### src/rtl/adf4158_ramp_tracker.sv
// adf4158_ramp_tracker
// ---------------------------------------------------------------------------
// Purpose:
//   Companion to the ADF4158 configuration controller. It watches the chip's
//   MUXOUT digital-lock-detect pin and waits for the controller's config_done
//   pulse. Once the PLL lock is qualified, it regenerates the chip's sawtooth
//   ramp timing locally in the clk domain. It emits ramp-start markers and
//   evenly spaced sample strobes, each carrying its sample index within the
//   ramp, for the ADC capture and FFT framing stages.
//
// Ports:
//   clk          in   system clock; all logic runs on its rising edge
//   rst          in   synchronous, active-high reset
//   enable       in   tracker enable (level); low forces IDLE on the next edge
//   config_done  in   configuration complete (clk-synchronous); rising edge used
//   muxout       in   ADF4158 MUXOUT lock detect (asynchronous)
//   locked       out  filtered lock indication
//   lock_err     out  sticky: lock was lost while ramping
//   ramp_active  out  high while in RUN
//   ramp_start   out  one-cycle pulse on the first cycle of every ramp
//   ramp_count   out  number of ramps started (wraps at 2^16)
//   sample_valid out  one-cycle sample strobe
//   sample_idx   out  0-based sample index within the ramp, valid with strobe
// ---------------------------------------------------------------------------
module adf4158_ramp_tracker #(
  parameter int LOCK_FILTER_CYCLES = 64,
  parameter int RAMP_CYCLES        = 40000,
  parameter int SETTLE_CYCLES      = 400,
  parameter int SAMPLE_DIV         = 20,
  parameter int IDX_W              = 11
) (
  input  logic             clk,
  input  logic             rst,
  input  logic             enable,
  input  logic             config_done,
  input  logic             muxout,
  output logic             locked,
  output logic             lock_err,
  output logic             ramp_active,
  output logic             ramp_start,
  output logic [15:0]      ramp_count,
  output logic             sample_valid,
  output logic [IDX_W-1:0] sample_idx
);

  localparam int CTR_W = (RAMP_CYCLES > 1) ? $clog2(RAMP_CYCLES) : 1;
  localparam int DIV_W = (SAMPLE_DIV > 1) ? $clog2(SAMPLE_DIV) : 1;
  localparam int LF_W  = $clog2(LOCK_FILTER_CYCLES + 1);

  localparam logic [CTR_W-1:0] RAMP_LAST = CTR_W'(RAMP_CYCLES - 1);
  localparam logic [CTR_W-1:0] SETTLE_AT = CTR_W'(SETTLE_CYCLES);
  localparam logic [DIV_W-1:0] DIV_LAST  = DIV_W'(SAMPLE_DIV - 1);
  localparam logic [LF_W-1:0]  LF_MAX    = LF_W'(LOCK_FILTER_CYCLES);

  typedef enum logic [2:0] {
    IDLE      = 3'd0,
    ARMED     = 3'd1,
    WAIT_LOCK = 3'd2,
    RUN       = 3'd3,
    LOST      = 3'd4
  } state_e;

  // ---------------------------------------------------------------------------
  // MUXOUT synchronizer and lock filter (runs in every state)
  // ---------------------------------------------------------------------------
  logic            sync1_q, sync2_q;
  logic [LF_W-1:0] lf_cnt_q, lf_cnt_d;
  logic            locked_q;

  always_comb begin
    lf_cnt_d = lf_cnt_q;
    if (!sync2_q) begin
      lf_cnt_d = '0;
    end else if (lf_cnt_q != LF_MAX) begin
      lf_cnt_d = lf_cnt_q + LF_W'(1);
    end
  end

  // locked is registered alongside the counter (compare on the next value),
  // so pin-to-locked is 2 sync stages + LOCK_FILTER_CYCLES, and a synchronized
  // low drops locked on the very next edge.
  always_ff @(posedge clk) begin
    if (rst) begin
      sync1_q  <= 1'b0;
      sync2_q  <= 1'b0;
      lf_cnt_q <= '0;
      locked_q <= 1'b0;
    end else begin
      sync1_q  <= muxout;
      sync2_q  <= sync1_q;
      lf_cnt_q <= lf_cnt_d;
      locked_q <= (lf_cnt_d == LF_MAX);
    end
  end

  // ---------------------------------------------------------------------------
  // config_done rising-edge detect
  // ---------------------------------------------------------------------------
  logic cfg_prev_q;
  logic cfg_rise;

  assign cfg_rise = config_done & ~cfg_prev_q;

  // ---------------------------------------------------------------------------
  // Ramp FSM and timing counters
  // ---------------------------------------------------------------------------
  state_e           state_q, state_d;
  logic [CTR_W-1:0] ctr_q, ctr_d;
  logic [DIV_W-1:0] div_q, div_d;
  logic [IDX_W-1:0] idx_q, idx_d;
  logic [15:0]      count_q, count_d;
  logic             lock_err_q, lock_err_d;
  logic             past_settle;
  logic             sample_hit;

  assign past_settle = (ctr_q >= SETTLE_AT);
  // The divider sits at zero through the settle window, so the first strobe
  // lands exactly on SETTLE_CYCLES and then every SAMPLE_DIV cycles.
  assign sample_hit  = (state_q == RUN) && past_settle && (div_q == '0);

  always_comb begin
    state_d    = state_q;
    ctr_d      = ctr_q;
    div_d      = div_q;
    idx_d      = idx_q;
    count_d    = count_q;
    lock_err_d = lock_err_q;

    if (!enable) begin
      // Disable wins over cfg_rise, lock changes and ramp wrap.
      state_d = IDLE;
    end else begin
      case (state_q)
        IDLE: begin
          state_d = ARMED;
        end
        ARMED: begin
          lock_err_d = 1'b0;
          if (cfg_rise) begin
            state_d = WAIT_LOCK;
          end
        end
        WAIT_LOCK: begin
          if (locked_q) begin
            state_d = RUN;
            ctr_d   = '0;
            div_d   = '0;
            idx_d   = '0;
            count_d = count_q + 16'd1;
          end
        end
        RUN: begin
          if (!locked_q) begin
            state_d    = LOST;
            lock_err_d = 1'b1;
          end else if (ctr_q == RAMP_LAST) begin
            ctr_d   = '0;
            div_d   = '0;
            idx_d   = '0;
            count_d = count_q + 16'd1;
          end else begin
            ctr_d = ctr_q + CTR_W'(1);
            if (past_settle) begin
              div_d = (div_q == DIV_LAST) ? '0 : div_q + DIV_W'(1);
              if (div_q == '0) begin
                idx_d = idx_q + IDX_W'(1);
              end
            end
          end
        end
        LOST: begin
          state_d = LOST;
        end
        default: begin
          state_d = IDLE;
        end
      endcase
    end
  end

  always_ff @(posedge clk) begin
    if (rst) begin
      state_q    <= IDLE;
      ctr_q      <= '0;
      div_q      <= '0;
      idx_q      <= '0;
      count_q    <= '0;
      lock_err_q <= 1'b0;
      cfg_prev_q <= 1'b0;
    end else begin
      state_q    <= state_d;
      ctr_q      <= ctr_d;
      div_q      <= div_d;
      idx_q      <= idx_d;
      count_q    <= count_d;
      lock_err_q <= lock_err_d;
      cfg_prev_q <= config_done;
    end
  end

  // ---------------------------------------------------------------------------
  // Outputs: decoded from registered state only, so leaving RUN (or reset)
  // removes every ramp output on the following edge.
  // ---------------------------------------------------------------------------
  assign locked       = locked_q;
  assign lock_err     = lock_err_q;
  assign ramp_active  = (state_q == RUN);
  assign ramp_start   = (state_q == RUN) && (ctr_q == '0);
  assign ramp_count   = count_q;
  assign sample_valid = sample_hit;
  assign sample_idx   = idx_q;

endmodule
### config.mk
export PLATFORM = sky130hd
export DESIGN_NAME = adf4158_ramp_tracker
export DESIGN_NICKNAME = d
export VERILOG_FILES = /design/src/rtl/adf4158_ramp_tracker.sv
export SDC_FILE = /design/constraint.sdc
export NUM_CORES = 1
export LEC_CHECK = 0
export CAP_MARGIN = 20
export CORE_AREA = 2 2 119 75
export CTS_CLUSTER_DIAMETER = 30
export DETAILED_ROUTE_END_ITERATION = 8
export DIE_AREA = 0 0 121 77
export REMOVE_ABC_BUFFERS = 1
export SKIP_CTS_REPAIR_TIMING = 1
export SYNTH_ARGS = -nofsm -noshare
export SYNTH_HDL_FRONTEND = slang
export SYNTH_SLANG_ARGS = --single-unit
### constraint.sdc
create_clock -name clk -period 2.35 [get_ports clk]
set_input_delay 0.705 -clock clk [delete_from_list [all_inputs] [get_ports clk]]
set_output_delay 0.705 -clock clk [all_outputs]
set_load 0.005 [all_outputs]
; ---- After elaboration in Yosys (flattened, before gate mapping)
; Index checks and enable logic that the tools add are counted.
; Widths: inputs -> output; s select.
[word_totals]
regBits = 63
wordCells = 78
[op_classes]
add_sub_neg = 5
magnitude_cmp = 1
n_eq_ne = 15
muxes = 28
bitwise = 3
reduce_logical = 15
[ops]
columns = operator, count
row1 = $mux 16, 6
row2 = $pmux 16 s2, 2
row3 = $mux 11, 5
row4 = $add 16x1->16 const B, 2
row5 = $mux 5, 5
row6 = $pmux 11 s2, 1
row7 = $eq 16x16->1 const B, 1
row8 = $ge 16x9->1 const B, 1
row9 = $logic_not 16->1, 1
row10 = $pmux 3 s5, 1
row11 = $mux 7, 2
row12 = $add 11x1->11 const B, 1
row13 = $pmux 5 s2, 1
row14 = $reduce_and 5->1, 2
row15 = $mux 3, 3
row16 = $add 7x1->7 const B, 1
row17 = $eq 7x7->1 const B, 1
row18 = $ne 7x7->1 const B, 1
row19 = $eq 3x2->1 const B, 2
row20 = $ne 2x2->1 const B, 3
row21 = $ne 3x1->1 const B, 2
row22 = $reduce_and 3->1, 2
row23 = $reduce_and 6->1, 1
row24 = $add 5x1->5 const B, 1
row25 = 14 further kinds, 19

; ---- Logic depth before layout (Yosys ltp)
[depth]
depth_word = 6
ltp_mapped = 8

; ---- Worst setup path after synthesis
; OpenSTA, ideal clock, no wires.
[synth_timing]
kind = flip-flop to flip-flop
startpoint = reg div_q[0]
endpoint = reg idx_q[7], in the netlist sample_idx[7]
setup_time_ps = 74
t_arrival_ps = 2007
t_required_ps = 2276
setup_slack_ps = 269
stages_incl_launch_ff = 8
cell_sequence = dfxtp_1 > inv_1 > ha_1 > or4b_1 > a31oi_2 > nand3_2 > or4_1 > a31oi_1
[synth_between]
elab_chain_len = 3
[synth_rtl]
columns = item, line_no
row1 = from (decl), 109  ; logic [DIV_W-1:0] div_q, div_d;
row2 = from (signal assigned), 193  ; div_q <= div_d;
row3 = $logic_not 5->1, 165  ; if (div_q == '0) begin
row4 = $ne 3x1->1 (no line), -
row5 = $reduce_and 6->1 (no line), -
row6 = to (signal assigned), 194  ; idx_q <= idx_d;
row7 = to (decl), 110  ; logic [IDX_W-1:0] idx_q, idx_d;
; Every way passes these cells.
; A chain may end at the register's enable or synchronous reset.

; ---- Worst setup path in the final report
[layout_timing]
startpoint = reg div_q[1]
endpoint = out sample_valid
[layout_between]
elab_chain_len = 2
[layout_rtl]
columns = item, line_no
row1 = $logic_not 5->1, 119  ; assign sample_hit = (state_q == RUN) && past_settle && (div_q == '0);
row2 = $logic_and 1x1->1, 119
row3 = to (decl), 42  ; output logic sample_valid,
; Every way passes these cells.

==> results.json <==
{
  "p_per_area_nw_per_um2": 531,
  "synth-compound-area-share_pct": 18.2,
  "synth_area_leaders": "dfxtp_1 (39%), a21oi_1 (4.8%), nor2_1 (4.5%)",
  "slowest_delay_ps": 470,
  "critPathSlowestCell": "or4b_4",
  "hold_class": "reg2reg",
  "maxCapViolCount": 0,
  "clk_pin_slew_ps": 50,
  "place_congestion": 0.797,
  "grt_max_degree": 26,
  "wl_per_cell_um": 14.5,
  "ys_seq_area_share_pct": 39.1,
  "grt_first_pass_wirelength_um": 14200,
  "drt_iter0_markers": 205,
  "grt_usage_pct": 19.2,
  "synth_top_area_share_pct": 39.1,
  "routed_wl_um": 8570,
  "synth-simple-area-share_pct": 29.7,
  "highest-signal-layer": "met4",
  "hold_violations": 0,
  "fillers": 733,
  "area_delta_synth_final_pct": 39.0,
  "die_x_um": 121,
  "synth_fa_ha_area_share_pct": 3.11,
  "fin_worst_skew_ps": 7.91,
  "initial_utilization_pct": 39.2,
  "p_sw_share_pct": 20.3,
  "worstSetupPathType": "reg2out",
  "cts.sinks": 63,
  "crit_path_cell_trace": "inv_2 -> ha_4 -> or4b_4 -> nor3_2 -> buf_2",
  "synth_xor_area_share_pct": 4.89,
  "grt_setup_unrepaired": "yes",
  "cts_buffers": 9,
  "drt-pass1-iter-count": 6,
  "comb_power_share_pct": 2.4,
  "avgSynthCellArea_um2": 8.29,
  "die_h_um": 77,
  "finalCritPeriodShare_pct": 98.8,
  "drc_errors": 0,
  "power.share.clock_pct": 52.3,
  "grt-ovfl-total": 0,
  "vias_per_cell": 5.37,
  "seqPwrFrac_pct": 45.3,
  "synthFlopType": "dfxtp_1",
  "fp-row-count": 26,
  "outcome": "complete, no violations",
  "async_flop_share_pct": 0,
  "synth_warnings": 0,
  "max_clock_freq_mhz": 431,
  "cts_root_buffer": "clkbuf_16",
  "p_int_mw": 1.90,
  "synth_top_area_cell": "dfxtp_1",
  "relSlewSlack_pct": 54.3,
  "cts_max_level": 3,
  "switching_power_mw": 0.483,
  "setup_tns_ps": 0,
  "antenna_found_initial": 0,
  "m1WireLength_um": 4410,
  "finalNonFillerCells": 593,
  "route.met2.wl_um": 3570,
  "setup_viol": 0,
  "cp.required_ps": 1640,
  "clk-insertion-delay-late_ps": 330,
  "synth_seq_cells": 63,
  "synth-edff-count": 0,
  "slew_violations": 0,
  "leakage_nw": 1.59,
  "endpoint_kind": "primary output",
  "placedCellCount": 570,
  "cp_max_fo": 2,
  "grt_pass1_vias": 2951,
  "layout-drive-gt1-share_pct": 20.0,
  "synthCells": 389,
  "vias": 3183,
  "core_area_um2": 8230,
  "hold-worst-slack_ps": 437,
  "synth.area.mux_share_pct": 0.311,
  "antenna_left": 0,
  "numPortBuffers": 36,
  "synthDistinctLibCells": 52,
  "startpoint_type": "flip-flop",
  "route.met3.wl_um": 522,
  "antenna_cells": 0,
  "fin_util_pct": 54.4,
  "nets": 490,
  "synth_top_family_by_area": "simple AND/OR/NAND/NOR gates",
  "worst_pin_slew_ps": 682,
  "clock_path_buffers": 2,
  "crit_arrival_ps": 1620,
  "die_area_um2": 9320,
  "ios": 37,
  "cts_tree": "yes",
  "synth_area_um2": 3220,
  "layout_min_cycle_time_ps": 2320,
  "dp_hpwl_um": 6130,
  "vdd_ir_drop_max_uv": 312
}
## through the flow
| step | setup slack (ps) | instance area [um^2] | power, mW |
|---|---|---|---|
| final | 29.1 | 4480 | 2.38 |
| after CTS | -433 | 4330 | 2.41 |
| after detailed placement | -155 | 4050 | 1.16 |
| after global placement | -140 | 4050 | 1.16 |
| after floorplan | -14.2 | 3140 | 1.12 |
| after global routing | -31.5 | 4480 | 2.46 |
## cell type report
cell class	instances	area, um^2	share of cell area [%]
clock buffers	15	278	6.20
inverters	17	63.8	1.42
multi-input cells	292	1890	42.3
flip-flops and latches	63	1260	28.2
well taps	112	140	3.13
repair buffers	94	841	18.8
## worst paths after layout
path / from / to / slack [ps] / cells past startpoint
hold / removal: sync1_q$_SDFF_PP0_ / sync2_q$_SDFF_PP0_ / 440 / 1
setup reg to reg: ctr_q[6]$_SDFFE_PP0P_ / ramp_count[14]$_SDFFE_PP0P_ / 60 / 8
hold reg to reg: sync1_q$_SDFF_PP0_ / sync2_q$_SDFF_PP0_ / 440 / 1
setup / recovery: div_q[1]$_SDFFE_PP0P_ / sample_valid / 30 / 5
## worst max-delay path, delay by kind of cell, from the launching register on
family | cells | cell delay, ps
simple gates | 2 | 630
flops | 1 | 320
buf+inv | 2 | 200
fa+ha+maj | 1 | 130
## flip-flops by register name (all words and copies together), names as in the netlist
register and cells:
ctr_q 16, ramp_count 16, sample_idx 11, lf_cnt_q 7, div_q 5, state_q 3, cfg_prev_q 1, lock_err 1
locked 1, sync1_q 1, sync2_q 1
## cells by family (layout without fill, tap and decap cells)
| kind of cell | after synthesis | count (layout) |
|---|---|---|
| AND/OR/NAND/NOR | 176 | 176 |
| adder cells (fa/ha/maj) | 8 | 8 |
| flip-flops | 63 | 63 |
| multiplexers | 1 | 1 |
| AO/OA/AOI/OAI | 89 | 89 |
| XOR/XNOR | 18 | 18 |
| buffers and inverters | 34 | 126 |
## synth_stat cells (all sizes together), types with 2 or more instances
master	number
nor3	14
and3	5
nor2	39
nand2b	11
clkbuf	11
o311ai	2
o211ai	5
o21ba	2
inv	17
or4b	3
o2111ai	3
a311oi	7
xnor2	5
o21ai	19
nand4	13
a21oi	31
nand2	26
xor2	13
nand3	24
nor4	7
or4	7
a31oi	5
or3	10
buf	6
nand4b	3
a211oi	3
ha	8
o31ai	3
dfxtp	63
nor2b	8
o32ai	3
## cells in the final DEF (no fill, tap or decap), drive strengths merged, types with 11 or more instances in the layout
cell and n:
nand4 13, buf 58, clkbuf 16, dfxtp 63, clkdlybuf4s50 33, nor3 14
nand2b 11, inv 17, nand2 26, o21ai 19, xor2 13, nand3 24
a21oi 31, nor2 39
## power by group through the flow
stage	logic, mW	registers, mW	clock network, mW
final	0.0574	1.08	1.24
after detailed placement	0.0571	1.10	0
after floorplan	0.0171	1.10	0
after CTS	0.0574	1.08	1.28
after global routing	0.0625	1.08	1.32
after global placement	0.0570	1.10	0
## routing by layer
metal / GRT usage, % / up-vias
met3: 5.95 / 6
met2: 26.4 / 86
met5: 0 / -
met4: 6.28 / 0
met1: 28.1 / 1481
li1: - / 1610
Power figures use the tool's default switching activity.
